### config.mk
export PLATFORM = sky130hd
export DESIGN_NAME = seg_digit_scanner
export DESIGN_NICKNAME = d
export VERILOG_FILES = /design/src/rtl/seg_digit_scanner.sv
export SDC_FILE = /design/constraint.sdc
export NUM_CORES = 1
export LEC_CHECK = 0
export CAP_MARGIN = 40
export CORE_AREA = 2 2 70 72
export CTS_CLUSTER_DIAMETER = 120
export DETAILED_ROUTE_END_ITERATION = 12
export DIE_AREA = 0 0 72 74
export PLACE_DENSITY = 0.82
export SLEW_MARGIN = 20
export SYNTH_ARGS = -nofsm -noshare
export SYNTH_HDL_FRONTEND = slang
export SYNTH_SLANG_ARGS = --single-unit
### constraint.sdc
create_clock -name clk -period 2.7 [get_ports clk]
set_input_delay 0.81 -clock clk [delete_from_list [all_inputs] [get_ports clk]]
set_output_delay 0.81 -clock clk [all_outputs]
set_load 0.01 [all_outputs]
### src/rtl/seg_digit_scanner.sv
// Time-multiplexed BCD digit scanner feeding a shared seven-segment decoder.
// Optional leading-zero blanking is enabled by defining SEG_LEADING_ZERO_BLANK_EN.
module seg_digit_scanner #(
   parameter int NUM_DIGITS       = 4,
   parameter int REFRESH_DIV      = 50000,
   parameter bit ANODE_ACTIVE_LOW = 1'b1,
   localparam int IDX_W           = (NUM_DIGITS > 1) ? $clog2(NUM_DIGITS) : 1
) (
   input  logic                    clk,
   input  logic                    rst,
   input  logic                    load,
   input  logic [4*NUM_DIGITS-1:0] value,
   output logic [3:0]              num,
   output logic [NUM_DIGITS-1:0]   an,
   output logic [IDX_W-1:0]        digit_idx,
   output logic                    frame_done
);

   localparam int CNT_W = (REFRESH_DIV > 1) ? $clog2(REFRESH_DIV) : 1;

   logic [CNT_W-1:0]          div_cnt_reg;
   logic [IDX_W-1:0]          idx_reg;
   logic [4*NUM_DIGITS-1:0]   shadow_reg;
   logic [4*NUM_DIGITS-1:0]   disp_reg;
   logic                      pending_reg;

   logic                      tick;
   logic                      last_digit;
   logic [3:0]                nib      [NUM_DIGITS];
   logic [NUM_DIGITS-1:0]     blank;
   logic [NUM_DIGITS-1:0]     an_sel;
   logic [3:0]                num_next;

   assign tick       = (div_cnt_reg == CNT_W'(REFRESH_DIV - 1));
   assign last_digit = (idx_reg == IDX_W'(NUM_DIGITS - 1));

   // Prescaler, scan index and the shadow/display double buffer.
   always_ff @(posedge clk) begin
      if (rst) begin
         div_cnt_reg <= '0;
         idx_reg     <= '0;
         shadow_reg  <= '0;
         disp_reg    <= '0;
         pending_reg <= 1'b0;
      end else begin
         div_cnt_reg <= tick ? '0 : div_cnt_reg + 1'b1;
         if (tick)
            idx_reg <= last_digit ? '0 : idx_reg + 1'b1;
         // A load colliding with a commit still leaves the new word pending.
         if (tick && last_digit && pending_reg) begin
            disp_reg    <= shadow_reg;
            pending_reg <= 1'b0;
         end
         if (load) begin
            shadow_reg  <= value;
            pending_reg <= 1'b1;
         end
      end
   end

   generate
      for (genvar gi = 0; gi < NUM_DIGITS; gi++) begin : g_digit
         assign nib[gi] = disp_reg[4*gi +: 4];
`ifdef SEG_LEADING_ZERO_BLANK_EN
         if (gi == 0) begin : g_first
            assign blank[gi] = 1'b0;
         end else begin : g_upper
            assign blank[gi] = ~|disp_reg[4*NUM_DIGITS-1:4*gi];
         end
`else
         assign blank[gi] = 1'b0;
`endif
      end
   endgenerate

   always_comb begin
      num_next = nib[idx_reg];
      if (blank[idx_reg])
         num_next = 4'hF;
      an_sel = NUM_DIGITS'(1) << idx_reg;
   end

   always_ff @(posedge clk) begin
      if (rst) begin
         num        <= 4'hF;
         an         <= ANODE_ACTIVE_LOW ? '1 : '0;
         digit_idx  <= '0;
         frame_done <= 1'b0;
      end else begin
         num        <= num_next;
         an         <= ANODE_ACTIVE_LOW ? ~an_sel : an_sel;
         digit_idx  <= idx_reg;
         frame_done <= tick && last_digit;
      end
   end

endmodule

==> results.md <==
- Status: finished, final reports clean
- Net Sw Power: approximately 0.40 mW
- Clock Path Buffers: 2
- Top cells by count, synth: dfxtp_1, nor2_1, nand2b_1
- Clock share of power: 0.415
- Clk_skew: 0.00569 ns
- Mapped cell area: about 0.0026 mm^2
- Rows: 25
- WP data required: ~1.9 ns
- Via density: slightly above 5
- # IOs: 30
- Peak Freq: 0.506 GHz
- Max Slew Vio Count: 0
- First-pass GRT wire length: just under 8 mm
- XOR/XNOR Fraction of Synth Area: 0.0470
- H-tree depth: 3
- Max VDD drop: 0.000350 V
- Antenna viol nets, final: 0
- Relative slew margins: 0.614
- DRT Wirelength: approximately 4.5 mm
- DRT iter0 DRCs: 82
- Top-count cell post-synth: dfxtp_1
- Leak: 1.22 nW
- Top cells by area, synth: dfxtp_1, mux2i_1, nand2b_1
- Post-CTS setup buffer count: 0
- Buf/Inv on CP: 1
- Post-Syn Area per Cell: about 10 um^2
- Yosys top cell by area: dfxtp_1
- CP delay by family, top: buffers and inverters
- Worst slew pin tran: ~0.58 ns
- GRT Util Overall: 0.193
- Later-pin clock latency in the skew report: 0.33 ns
- Setup crit end kind: output port
- Hold buffer count at CTS: 0
- Cts bufs inserted: 9
- Die area: between 0.005 and 0.006 mm^2
- # nets final: between 300 and 400
- Post-synth top flop: dfxtp_1
- # Max-Cap Violations: 0
- Post-synth EDFFs: 0
- Synth Area in Compound Gates: 0.00192
- Synth Instances: ~250
- Sw frac: 0.224
- Pint: roughly 1.4 mW
- Largest net degree at the start of global routing: 34
- # diodes: 0
- R2R Setup Slk: approximately 0.8 ns
- Register area share after synthesis: 0.476
- Hold EP: div_cnt_reg[0]
- GPL Wtd Cong: 0.810
- Worst reg2reg startpoint: div_cnt_reg[0]
- Synthesized Nets: between 200 and 300
- Worst Hold Class: reg -> reg
- GRT overflow: 0
- DRC: 0
- Reg2Reg Capture Point: disp_reg[12]
- Pwr dens: 584 mW/mm^2
- Synth Area in Simple Gates: 0.253
- RSZ-0062 raised after global routing: no
- YS warnings: 0
- Post-cts resize count: 0
- Mux share of post-synthesis cell area: 0.161
- IO Port Bufs: 29
- Count of cell types in the netlist: 30
- HPWL after DPL: a little under 3 mm
- Post-DP Area: between 0.002 and 0.003 mm^2
- Main combinational cell family by area after synthesis: simple AND/OR/NAND/NOR gates
- Initial Utilization: 0.567
- Clock root buffer: clkbuf_8
- Hold_sp: div_cnt_reg[0]
- Critical path's slowest cell: clkdlybuf4s50_1
- Share of cells above drive strength 1: 0.117
- Wire per inst: 13.4 um
- Setup TNS: 0 ns
- Critical Path Max Stage Delay: roughly 0.53 ns
- Non-Filler Instances: 337
- Worst setup margin: 0.725 ns
- Vias in the first global route: 1,684
- Initial antenna violation count: 0
- Period utilisation layout: 0.731
- Reg clk slew, reported paths: 0.06 ns
- CTS tree: built
- Crit start category: register
- Post-layout minimum cycle time: 1.97 ns
- Final Hold Viols: 0
- Core Region: 0.00460 mm^2
- Critical path peak fanout: 1
- Fin area: roughly 0.0031 mm^2
- Async SR Flop Fraction: 0
- CTS Sinks: slightly above 60
- Crit-path cells: clkdlybuf4s50_1
- Die Height: 74 um
- Register bit total from synthesis: between 60 and 70
- Gate power share: 0.058
- Setup-failing EPs final: 0
- Placed cell count: roughly 320
- Die Width: between 70 and 80 um
- Drt pass-1 iters: 4
- Critical path arrival: between 1 and 1.5 ns
- FF-to-FF path depth: 5
- Hold Path Stages: 1
- Kind of critical path: reg -> out
- Synth Area in Adders: 0.0240
- Filler cell count: roughly 360
- Synth top area share: 0.476
- Register share of total power: 0.527
- Via Count: 1,737
- Layout area overhead: 18.5%
- DP Worst Slack: 0.625 ns
## worst register-to-register path: cells and delay by family (launching register included)
kind	cells	cell delay (ns)
fa+ha+maj	1	0.29
flops	1	0.38
mux	1	0.28
simple gates	3	0.85
## metrics by stage
stage / hold slack [ns] / util / power, mW
global placement: 0.437 / 0.632 / 1.07
global route: 0.494 / 0.672 / 1.87
CTS: 0.466 / 0.672 / 1.82
finish: 0.464 / 0.672 / 1.80
floorplan: 0.426 / - / 1.03
detailed placement: 0.451 / 0.632 / 1.08
## cells by family (layout without fill, tap and decap cells)
| family | Yosys count | after routing |
|---|---|---|
| buffers and inverters | 17 | 51 |
| AO/OA/AOI/OAI | 1 | 1 |
| flip-flops | 62 | 62 |
| adder cells (fa/ha/maj) | 5 | 5 |
| XOR/XNOR | 14 | 14 |
| AND/OR/NAND/NOR | 113 | 113 |
| multiplexers | 37 | 37 |
## per-layer routing
| layer | global-route usage | wire [um] |
|---|---|---|
| met4 | 0.128 | 93 |
| met3 | 0.0407 | 163 |
| met1 | 0.244 | 2070 |
| met2 | 0.301 | 2180 |
| met5 | 0 | 0 |
## worst max path at each step
stage	startpoint	end	depth (start not counted)
global placement	rst	div_cnt_reg[14]	3
CTS	num[0]	num[0]	1
detailed placement	rst	div_cnt_reg[10]	3
global route	div_cnt_reg[0]	div_cnt_reg[7]	5
floorplan	load	shadow_reg[0]	4
finish	num[0]	num[0]	1
## power groups by stage
stage	sequential, mW	combinational [mW]	clock (mW)
finish	0.952	0.104	0.749
global route	0.954	0.115	0.800
CTS	0.952	0.105	0.766
detailed placement	0.972	0.105	0
global placement	0.971	0.103	0
floorplan	0.969	0.0613	0
## placed cells by master, fill, tap and decap left out, types with 3 or more instances in the layout
cell type        netlist  final
and3_1                 3      3
and4_1                 4      4
buf_4                  3      3
clkbuf_8               0     12
clkdlybuf4s50_1        0     29
clkinv_2               0      4
dfxtp_1               62     62
ha_1                   5      5
inv_1                  3      3
mux2i_1               33     33
mux4_2                 4      4
nand2_1                5      5
nand2b_1              38     38
nand3_1                5      5
nand4_1                5      5
nor2_1                39     39
or2_2                  4      4
xnor2_1                3      3
xor2_1                11     11
## area by class of cell
class                           instances  area, um^2  area share
Clock inverter                          4        20.0     0.00648
Inverter                                3        11.3     0.00365
Clock buffer                           12         165      0.0535
Timing Repair Buffer                   32         313       0.101
Tap cell                               54        67.6      0.0219
Sequential cell                        62        1240       0.402
Multi-Input combinational cell        170        1270       0.412
Power figures use the tool's default switching activity.
